### src/rtl/mac_dot_seq.sv
// Dot-product sequencer for a registered 16-bit multiply-accumulate unit.
// Optional abort input when MAC_SEQ_ABORT_EN is defined.
module mac_dot_seq #(
  parameter int unsigned WIDTH = 16,
  parameter int unsigned LEN_W = 8
) (
  input  logic                 clk,
  input  logic                 rst_n,
`ifdef MAC_SEQ_ABORT_EN
  input  logic                 abort,
`endif
  input  logic                 start,
  input  logic [LEN_W-1:0]     cfg_len,
  input  logic                 in_valid,
  output logic                 in_ready,
  input  logic [WIDTH-1:0]     in_a,
  input  logic [WIDTH-1:0]     in_b,
  output logic                 res_valid,
  input  logic                 res_ready,
  output logic [2*WIDTH-1:0]   res_data,
  output logic                 res_ovf,
  output logic                 busy,
  output logic [WIDTH-1:0]     mac_a,
  output logic [WIDTH-1:0]     mac_b,
  output logic                 mac_rst,
  output logic                 mac_cin,
  input  logic [2*WIDTH-1:0]   mac_acc,
  input  logic                 mac_cout
);

  localparam int unsigned ACC_W = 2 * WIDTH;

  typedef enum logic [2:0] {
    S_IDLE,
    S_CLEAR,
    S_RUN,
    S_DRAIN1,
    S_DRAIN2,
    S_RESULT
  } state_t;

  state_t             state, state_nxt;
  logic [LEN_W-1:0]   rem, rem_nxt;
  logic [WIDTH-1:0]   mac_a_nxt, mac_b_nxt;
  logic               mac_rst_nxt;
  logic               res_valid_nxt;
  logic               res_ovf_nxt;
  logic [ACC_W-1:0]   res_data_nxt;
  logic               in_fire;
  logic               res_fire;
  logic               abort_req;

  assign mac_cin  = 1'b0;
  // in_ready is registered high exactly while in RUN
  assign in_fire  = in_valid && in_ready;
  assign res_fire = res_valid && res_ready;

`ifdef MAC_SEQ_ABORT_EN
  assign abort_req = abort && (state != S_IDLE) && (state != S_RESULT);
`else
  assign abort_req = 1'b0;
`endif

  // Next-state and next-output logic; operands default to zero so idle cycles add nothing
  always_comb begin
    state_nxt     = state;
    rem_nxt       = rem;
    mac_a_nxt     = '0;
    mac_b_nxt     = '0;
    mac_rst_nxt   = 1'b0;
    res_valid_nxt = res_valid;
    res_data_nxt  = res_data;
    res_ovf_nxt   = res_ovf;

    case (state)
      S_IDLE: begin
        if (start) begin
          rem_nxt     = cfg_len;
          res_ovf_nxt = 1'b0;
          mac_rst_nxt = 1'b1;
          state_nxt   = S_CLEAR;
        end
      end
      S_CLEAR: begin
        state_nxt = (rem == '0) ? S_DRAIN1 : S_RUN;
      end
      S_RUN: begin
        res_ovf_nxt = res_ovf | mac_cout;
        if (in_fire) begin
          mac_a_nxt = in_a;
          mac_b_nxt = in_b;
          rem_nxt   = rem - LEN_W'(1);
          if (rem == LEN_W'(1)) state_nxt = S_DRAIN1;
        end
      end
      S_DRAIN1: begin
        res_ovf_nxt = res_ovf | mac_cout;
        state_nxt   = S_DRAIN2;
      end
      S_DRAIN2: begin
        res_ovf_nxt   = res_ovf | mac_cout;
        res_data_nxt  = mac_acc;
        res_valid_nxt = 1'b1;
        state_nxt     = S_RESULT;
      end
      S_RESULT: begin
        if (res_fire) begin
          res_valid_nxt = 1'b0;
          state_nxt     = S_IDLE;
        end
      end
      default: begin
        state_nxt = S_IDLE;
      end
    endcase

    // Abort drops the job and clears the MAC for one cycle
    if (abort_req) begin
      state_nxt     = S_IDLE;
      mac_rst_nxt   = 1'b1;
      mac_a_nxt     = '0;
      mac_b_nxt     = '0;
      res_valid_nxt = 1'b0;
    end
  end

  // State and registered outputs
  always_ff @(posedge clk or negedge rst_n) begin
    if (!rst_n) begin
      state     <= S_IDLE;
      rem       <= '0;
      mac_a     <= '0;
      mac_b     <= '0;
      mac_rst   <= 1'b1;
      res_valid <= 1'b0;
      res_data  <= '0;
      res_ovf   <= 1'b0;
      in_ready  <= 1'b0;
      busy      <= 1'b0;
    end else begin
      state     <= state_nxt;
      rem       <= rem_nxt;
      mac_a     <= mac_a_nxt;
      mac_b     <= mac_b_nxt;
      mac_rst   <= mac_rst_nxt;
      res_valid <= res_valid_nxt;
      res_data  <= res_data_nxt;
      res_ovf   <= res_ovf_nxt;
      in_ready  <= (state_nxt == S_RUN);
      busy      <= (state_nxt != S_IDLE);
    end
  end

endmodule

### config.mk
export PLATFORM = sky130hd
export DESIGN_NAME = mac_dot_seq
export DESIGN_NICKNAME = d
export VERILOG_FILES = /design/src/rtl/mac_dot_seq.sv
export SDC_FILE = /design/constraint.sdc
export NUM_CORES = 1
export LEC_CHECK = 0
export BUFFER_PORTS_ARGS = -buffer_cell sky130_fd_sc_hd__buf_2
export CAP_MARGIN = 20
export CORE_UTILIZATION = 50
export CTS_CLUSTER_SIZE = 16
export DETAILED_ROUTE_END_ITERATION = 10
export PLACE_DENSITY = 0.85
export SLEW_MARGIN = 20
export SYNTH_ARGS = -nofsm -noshare
export SYNTH_HDL_FRONTEND = slang
export SYNTH_SLANG_ARGS = --single-unit
### constraint.sdc
create_clock -name clk -period 4.3 [get_ports clk]
set_input_delay 0.645 -clock clk [delete_from_list [all_inputs] [get_ports clk]]
set_output_delay 0.645 -clock clk [all_outputs]
set_load 0.01 [all_outputs]
==> Yosys cells after proc, flatten, opt, wreduce, memory -nomap -nowiden <==
Index checks and enable logic that the tools add are counted.
{ "totals": {"ff_bits": 80, "out_inout_bits": 70, "word_cells": 53} }
{ "classes": {"addsub": 1, "eq_ne": 10, "n_mux": 19, "bitwise_logic": 1, "n_reduce_logical": 12} }
{ "op_table": {"columns": ["op", "count"], "rows": [
  ["$mux 16", 4],
  ["$pmux 3 s6", 1],
  ["$mux 8", 2],
  ["$pmux 8 s2", 1],
  ["$mux 3", 4],
  ["$eq 3x2->1 const B", 3],
  ["$eq 8x1->1 const B", 1],
  ["$logic_not 8->1", 1],
  ["$sub 8x1->8 const B", 1],
  ["$eq 3x3->1 const B", 2],
  ["$ne 2x2->1 const B", 3],
  ["$reduce_bool 2->1", 3],
  ["$mux 1", 5],
  ["$pmux 1 s2", 2],
  ["$reduce_and 2->1", 2],
  ["$eq 3x1->1 const B", 1],
  ["$logic_not 3->1", 1],
  ["$reduce_and 3->1", 1],
  ["$reduce_bool 3->1", 1],
  ["$reduce_or 3->1", 1],
  ["$logic_and 1x1->1", 2],
  ["$or 1x1->1", 1]
]} }

==> Longest topological paths before layout <==
Gate-level depths: netlist (run 1).
{ "depth": {"depth_word": 5, "mapped_depth": 7, "ltp_nobuf": 6} }

==> Worst setup path before layout (run 1) <==
Ideal clock, no wire load.
{ "synth_path": {"path_type": "reg-to-reg", "startpoint": "reg rem[4]", "endpoint": "reg state[0]", "t_arrival_ps": 1547, "required_time_ps": 4220, "setup_slack_ps": 2672, "path_stages_with_launch": 5, "synth_period_minus_slack_ps": 1628, "path_cell_list": "dfrtp_1 > or3_4 > or4_4 > o22a_1 > o22ai_2"} }
{ "synth_via": {"elab_chain_len": 4, "elab_cells_between_ends": 6, "classes_between": "1 x eq/ne; 4 x mux; 1 x reduce/logical"} }
{ "synth_rtl": {"columns": ["element", "line", "source"], "rows": [
  ["from (decl)", "43", "logic [LEN_W-1:0] rem, rem_nxt;"],
  ["from (signal assigned)", "142", "rem <= rem_nxt;"],
  ["$eq 8x1->1", "93", "if (rem == LEN_W'(1)) state_nxt = S_DRAIN1;"],
  ["$mux 3", "93", null],
  ["$mux 3", "89", "if (in_fire) begin"],
  ["$pmux 3 s6 (*)", "75", "case (state)"],
  ["net state_nxt[0]", "42", "state_t state, state_nxt;"],
  ["to (signal assigned)", "141", "state <= state_nxt;"],
  ["to (decl)", "42", null]
]} }
The timed path passes the listed nets; every way through them passes the cells marked *.
A chain may end at the register's enable or synchronous reset.

==> Final worst setup path (run 1) <==
{ "layout_path": {"startpoint": "reg state[1]", "endpoint": "reg in_ready"} }
{ "layout_via": {"elab_chain_len": 4, "elab_cells_between_ends": 12, "classes_between": "6 x eq/ne; 5 x mux; 1 x reduce/logical"} }
{ "layout_rtl": {"columns": ["element", "line", "source"], "rows": [
  ["$mux 3", "93", null],
  ["$mux 3", "89", null],
  ["$pmux 3 s6 (*)", "75", null],
  ["$eq 3x2->1 (*)", "149", "in_ready <= (state_nxt == S_RUN);"],
  ["to (signal assigned)", "149", null],
  ["to (decl)", "15", "output logic in_ready,"]
]} }
Every way passes the cells marked *; elsewhere a longest branch is shown, timed or not.

==> results by group, run 1 <==
Outcome
  – Outcome: completed

Die
  – Starting utilization of the core area: 52.51%
  – Num rows: 28
  – Die Span Y: 81.55 um
  – Core Area: 6026 sq um
  – Die ar.: 6650 sq um
  – Ports placed on the boundary: 148
  – Horiz. Die Dim: 81.55 um

Critical path
  – Source of the worst register-to-register timing path: state[1]$_DFF_PN0_
  – Critical-path maximum fanout: 34
  – Data required time of the critical path: 4540 ps
  – Critical register-to-register path endpoint: in_ready$_DFF_PN0_
  – Reg-to-reg slack, setup: 1900 ps
  – Setup crit end kind: register
  – Data arrival at the endpoint of the critical path: 2640 ps
  – Number of cells on the worst reg-to-reg path: 4
  – Worst Setup Path Type: reg2reg
  – Critical Path Source Type: register

STA
  – Final worst setup slack: 1896 ps
  – Fmax: 0.4160 GHz
  – Final-report hold violation count: 0
  – Final-report setup violation count: 0
  – Worst hold margin: 319.5 ps
  – Final setup TNS: 0 ps
  – Crit path time final: 2404 ps
  – Share of the cycle needed by the critical path after routing: 55.90%
  – Number of pins exceeding their max-slew limit in the final report: 0
  – Clk_skew: 8.151 ps
  – Worst slew slack as a fraction of its limit: 40.35%
  – Worst slew pin tran: 894.8 ps
  – Setup repair after global routing missed its margin: no

Synthesis
  – Synth cell types: 46
  – Prevailing post-synth register cell: sky130_fd_sc_hd__dfrtp_1
  – Yosys warns: 0
  – Mapped Area: 3164 sq um
  – Flip-flop and latch count after synthesis: 80
  – Syn_area_per_cell: 13.18 sq um
  – FFs w/ async S/R, synth: 100.0%
  – Mapped Nets: 321
  – Top-area cell type share of the netlist area: 62.48%
  – Cell type with the highest aggregate area in the netlist: sky130_fd_sc_hd__dfrtp_1
  – Top cells by area in the synthesized netlist: sky130_fd_sc_hd__dfrtp_1 (62%), sky130_fd_sc_hd__mux2_1 (11%), sky130_fd_sc_hd__and2_1 (6.5%), sky130_fd_sc_hd__a21oi_1 (1.9%), sky130_fd_sc_hd__buf_2 (1.3%)
  – Post-synthesis instance total: 240
  – Sequential element share of the synthesized area: 63.31%
  – EDFF count, synth: 0

Clock tree
  – Count of hold buffers inserted by post-cts repair: 0
  – # resized after CTS: 0
  – Clock tree root buffer cell: sky130_fd_sc_hd__clkbuf_8
  – Max Buffers Root-to-Sink: 2
  – H-tree depth reported by CTS: 3
  – Latest clock arrival within the worst-skew pair: 340 ps
  – Post-CTS setup buffers: 0
  – Clk sink count: 80
  – TritonCTS clock tree: yes
  – Clock buffer count from CTS: 9
  – CTS clk-pin slew, worst paths: 90 ps

Hold path
  – Classification of the worst-slack hold path: in2async

Pwr
  – Cell area power density: 624.5 nW/um^2
  – Sum of internal, switching and leakage power: 2.576 mW
  – Maximum vdd ir drop: 0.4431 mV
  – Cell leakage power: 2.153 nW

Route
  – Total wirelength of the detailed-routed design: 6.733 mm
  – DRC violation count after routing: 0
  – Vias/cell: 4.940
  – Mean routed wirelength per cell: 14.54 um
  – Number of design-rule violations left by the first detailed-router iteration: 78
  – Length of the first detailed-routing pass in iterations: 4
  – DR vias: 2,287
  – Antenna violation net count after detailed routing: 0

Place
  – Setup WS pre-CTS: 1915 ps
  – Cell count after placement: 447
  – Final weighted congestion in routability-driven placement: 0.8098
  – Number of buffers added on ports: 146
  – Post-Place Cell Area: 3918 sq um
  – HPWL after DPL: 4.949 mm

Finish
  – Number of nets in the finished design: 464
  – Number of non-filler instances in the completed layout: 463
  – Area growth syn-to-layout: 30.37%
  – Share of layout cells above drive strength 1: 43.81%
  – Ant. Diodes: 0
  – Post-route standard cell area excluding fillers: 4125 sq um
  – Finished Core Util: 68.46%

Global routing
  – Total congestion overflow after global routing: 0
  – Number of antenna violations at the first check in global routing: 0
  – Global-route usage over all layers: 21.88%
  – Maximum number of pins on one net before global-route repair: 81
  – Wire length of the first global-routing pass: 10.63 mm
  – Number of global-route vias before repair: 2,185

Job
  – Count of maximum capacitance violations: 0
==> layout make-up <==
| class | instances | area, sq um |
|---|---|---|
| clock inverters | 7 | 80.08 |
| multi-input cells | 141 | 1065 |
| flip-flops and latches | 80 | 2003 |
| inverters | 4 | 15.01 |
| fillers | 450 | 1901 |
| well taps | 75 | 93.84 |
| clock buffers | 9 | 123.9 |
| repair buffers | 147 | 744.5 |
==> kinds of logic after synthesis <==
family	count (synthesis)	share of synthesized area (%)
buf+inv	19	3.045
xor+xnor	1	0.2768
mux	32	11.39
compound gates	35	7.513
flops	80	63.31
simple gates	69	13.17
fa+ha+maj	3	1.186
other cells	1	0.1185
==> state kept, by name (all words and copies together) (netlist names) <==
name	cells
res_data	32
mac_rst	1
busy	1
res_valid	1
rem	8
mac_a	16
state	3
res_ovf	1
mac_b	16
in_ready	1
==> where the power goes <==
group	internal [mW]	switching [mW]
clock	0.274	0.283
sequential	1.00	0.161
combinational	0.412	0.445
total	1.69	0.889
==> worst max-delay path: stages (launching register included) <==
cell and delay, ps:
sky130_fd_sc_hd__dfrtp_1 600, sky130_fd_sc_hd__nor3b_2 520, sky130_fd_sc_hd__and3_1 830, sky130_fd_sc_hd__a2bb2oi_1 150
sky130_fd_sc_hd__o21a_1 200
==> cells in the mapped netlist (2+ instances only) <==
master                      count
sky130_fd_sc_hd__o21ai_1        4
sky130_fd_sc_hd__nor2_1         6
sky130_fd_sc_hd__nand2_1        7
sky130_fd_sc_hd__nand3_1        4
sky130_fd_sc_hd__dfrtp_1       79
sky130_fd_sc_hd__buf_4          4
sky130_fd_sc_hd__nand2b_1       2
sky130_fd_sc_hd__inv_1          4
sky130_fd_sc_hd__clkbuf_1       3
sky130_fd_sc_hd__ha_1           3
sky130_fd_sc_hd__and2_1        33
sky130_fd_sc_hd__o22ai_1        2
sky130_fd_sc_hd__a211oi_1       2
sky130_fd_sc_hd__o2bb2ai_1      2
sky130_fd_sc_hd__nor3_1         4
sky130_fd_sc_hd__mux2_1        32
sky130_fd_sc_hd__a2bb2oi_1      2
sky130_fd_sc_hd__a21oi_1       12
sky130_fd_sc_hd__buf_2          8
==> placed cells by master, fill, tap and decap left out, types with 2 or more instances in the layout <==
cell	instances
sky130_fd_sc_hd__nor2_1	6
sky130_fd_sc_hd__dfrtp_1	79
sky130_fd_sc_hd__and2_1	33
sky130_fd_sc_hd__o21ai_1	4
sky130_fd_sc_hd__clkbuf_8	9
sky130_fd_sc_hd__buf_2	145
sky130_fd_sc_hd__nand2_1	7
sky130_fd_sc_hd__a211oi_1	2
sky130_fd_sc_hd__inv_1	4
sky130_fd_sc_hd__o22ai_1	2
sky130_fd_sc_hd__clkinvlp_4	4
sky130_fd_sc_hd__nand2b_1	2
sky130_fd_sc_hd__a2bb2oi_1	2
sky130_fd_sc_hd__o2bb2ai_1	2
sky130_fd_sc_hd__ha_1	3
sky130_fd_sc_hd__nand3_1	4
sky130_fd_sc_hd__a21oi_1	12
sky130_fd_sc_hd__mux2_1	32
sky130_fd_sc_hd__nor3_1	4
==> how the worst max path moves through the flow <==
stage,from,cells after the start,endpoint
6_report,state[1]$_DFF_PN0_,4,in_ready$_DFF_PN0_
5_1_grt,state[1]$_DFF_PN0_,4,in_ready$_DFF_PN0_
4_1_cts,state[1]$_DFF_PN0_,4,in_ready$_DFF_PN0_
3_5_place_dp,state[1]$_DFF_PN0_,4,in_ready$_DFF_PN0_
3_3_place_gp,state[1]$_DFF_PN0_,4,in_ready$_DFF_PN0_
2_1_floorplan,rem[4]$_DFFE_PN0P_,4,state[0]$_DFF_PN0_
==> per-layer routing <==
metal	track usage, %	vias up	part of all wire (%)
met5	0	-	0
met4	11.79	0	2.8
met3	4.556	17	5.9
met2	36.25	92	50
met1	26.72	1074	41
li1	-	1104	-
Power figures use the tool's default switching activity.
==> run 2, diff against run 1 <==
--- a/config.mk
+++ b/config.mk
@@ -7,10 +7,10 @@
 export LEC_CHECK = 0
 export BUFFER_PORTS_ARGS = -buffer_cell sky130_fd_sc_hd__buf_2
 export CAP_MARGIN = 20
-export CORE_UTILIZATION = 50
+export CORE_UTILIZATION = 42
 export CTS_CLUSTER_SIZE = 16
 export DETAILED_ROUTE_END_ITERATION = 10
-export PLACE_DENSITY = 0.85
+export PLACE_DENSITY = 0.76
 export SLEW_MARGIN = 20
 export SYNTH_ARGS = -nofsm -noshare
 export SYNTH_HDL_FRONTEND = slang
==> constraint.sdc (replaced) <==
create_clock -name clk -period 2.21 [get_ports clk]
set_input_delay 0.3315 -clock clk [delete_from_list [all_inputs] [get_ports clk]]
set_output_delay 0.3315 -clock clk [all_outputs]
set_load 0.01 [all_outputs]
==> results by group, run 2 (same netlist as run 1, synthesis figures left out) <==
Finish
  – Share of layout cells above drive strength 1: 43.88%
  – Total of fill cells in the finished design: 613
  – Register Area: 2003 sq um
  – Number of nets in the finished design: 468
  – Largest register FFs: 32
  – Multi-input combinational cell area: 1065 sq um
  – Post-route standard cell area excluding fillers: 4202 sq um
  – Register with the most flip-flops: res_data
  – Top library cells by usage in the layout, fill and taps aside: sky130_fd_sc_hd__buf_2 (145), sky130_fd_sc_hd__dfrtp_1 (79), sky130_fd_sc_hd__and2_1 (33)
  – Registers with the most flip-flops: res_data x32, mac_a x16, mac_b x16
  – Ant. Diodes: 0
  – Area growth syn-to-layout: 32.78%
  – Most common cell after layout, fill and taps aside: sky130_fd_sc_hd__buf_2

Clock tree
  – Clock tree root buffer cell: sky130_fd_sc_hd__clkbuf_8
  – H-tree depth reported by CTS: 3
  – Post-CTS setup buffers: 0
  – Clock buffer count from CTS: 9
  – Max Buffers Root-to-Sink: 2
  – # resized after CTS: 0
  – TritonCTS clock tree: yes
  – CTS clk-pin slew, worst paths: 80 ps
  – Latest clock arrival within the worst-skew pair: 330 ps
  – Clk sink count: 80

Die
  – Core Area: 7253 sq um
  – Ports placed on the boundary: 148
  – Die Span Y: 88.80 um
  – Starting utilization of the core area: 43.63%
  – Horiz. Die Dim: 88.80 um
  – Die ar.: 7885 sq um
  – Num rows: 31

Critical path
  – Critical Path Source Type: register
  – Slowest Stage Delay on Critical Path: 600 ps
  – Slowest CP cell: sky130_fd_sc_hd__dfrtp_1
  – Data arrival at the endpoint of the critical path: 1970 ps
  – Worst Setup Path Type: reg2reg
  – Data required time of the critical path: 2420 ps
  – Setup crit end kind: register
  – Cell-by-cell listing of the critical path: nor2b_1, and2_1, buf_12, mux2_1
  – Critical-path maximum fanout: 33

Global routing
  – Number of global-route vias before repair: 2,073
  – Maximum number of pins on one net before global-route repair: 42
  – Wire length of the first global-routing pass: 9.439 mm
  – Number of antenna violations at the first check in global routing: 0
  – Total congestion overflow after global routing: 0
  – Global-route usage over all layers: 16.21%

Route
  – Vias/cell: 4.705
  – Length of the first detailed-routing pass in iterations: 4
  – Antenna violation net count after detailed routing: 0
  – Number of design-rule violations left by the first detailed-router iteration: 62
  – DR vias: 2,310
  – Total wirelength of the detailed-routed design: 6.615 mm
  – DRC violation count after routing: 0
  – Mean routed wirelength per cell: 13.47 um

STA
  – Crit path time final: 1759 ps
  – Final-report hold violation count: 0
  – Worst hold margin: 197.9 ps
  – Clk_skew: 8.610 ps
  – Worst slew pin tran: 524.9 ps
  – Worst slew slack as a fraction of its limit: 64.94%
  – Number of pins exceeding their max-slew limit in the final report: 0
  – Final setup TNS: 0 ps
  – Final worst setup slack: 451.4 ps
  – Final-report setup violation count: 0
  – Setup repair after global routing missed its margin: no
  – Share of the cycle needed by the critical path after routing: 79.57%
  – Fmax: 0.5686 GHz

Hold path
  – Classification of the worst-slack hold path: in2reg

Place
  – HPWL after DPL: 5.002 mm
  – Final weighted congestion in routability-driven placement: 0.7599
  – Setup WS pre-CTS: 459.4 ps
  – Number of buffers added on ports: 146
  – Post-Place Cell Area: 3995 sq um

Pwr
  – Sum of internal, switching and leakage power: 4.994 mW
  – Maximum vdd ir drop: 0.3708 mV
  – Cell area power density: 1189 nW/um^2
  – Cell leakage power: 2.186 nW

Outcome
  – Outcome: completed

Job
  – Count of maximum capacitance violations: 0
## run 2: cell type report
class	instances	area share, %
multi-input combinational	141	25.34
clock buffer	10	3.038
sequential	80	47.68
clock inverter	6	1.638
inverter	4	0.3574
tap	99	2.948
timing repair buffer	151	19.00
## run 2: power by group
group	internal [mW]	switching, mW
clock	0.528	0.516
sequential	1.95	0.305
combinational	0.833	0.862
## run 2: worst paths after layout
path | startpoint | end | slack [ps] | cells past startpoint
worst max-delay path | state[2]$_DFF_PN0_ | res_data[19]$_DFFE_PN0N_ | 450 | 4
worst min-delay path | in_a[9] | mac_a[9]$_DFF_PN0_ | 200 | 2
worst max register to register | state[2]$_DFF_PN0_ | res_data[19]$_DFFE_PN0N_ | 450 | 4
worst min register to register | res_data[13]$_DFFE_PN0N_ | res_data[13]$_DFFE_PN0N_ | 480 | 1
max in group asynchronous | rst_n | mac_rst$_DFF_PN1_ | 1050 | 3
min in group asynchronous | rst_n | res_data[12]$_DFFE_PN0N_ | 500 | 2
## run 2: repair_timing
action,in CTS,in global routing
endpoints found under the setup margin,0,0
hold endpoints to repair,39,0
hold buffers,1,0
## run 2: metrics by stage
| stage | utilization (%) | instances |
|---|---|---|
| floorplan | - | 240 |
| global placement | 55.08 | 474 |
| detailed placement | 55.08 | 474 |
| CTS | 57.93 | 491 |
| global route | 57.93 | 491 |
| finish | 57.93 | 491 |
## run 2: per-layer routing
metal  GRT usage [%]  share of wire [%]  up-vias
met2           27.06                 49       94
met1           19.11                 41     1089
li1                -                  -     1119
met3           5.131                8.0        8
met4           7.478                1.3        0
met5               0                  0        -
## run 2: worst max-delay path, delay by kind of cell (launching register included)
family	cells	cell delay, ps
buffers and inverters	1	210
flip-flops	1	600
multiplexers	1	340
AND/OR/NAND/NOR	2	470
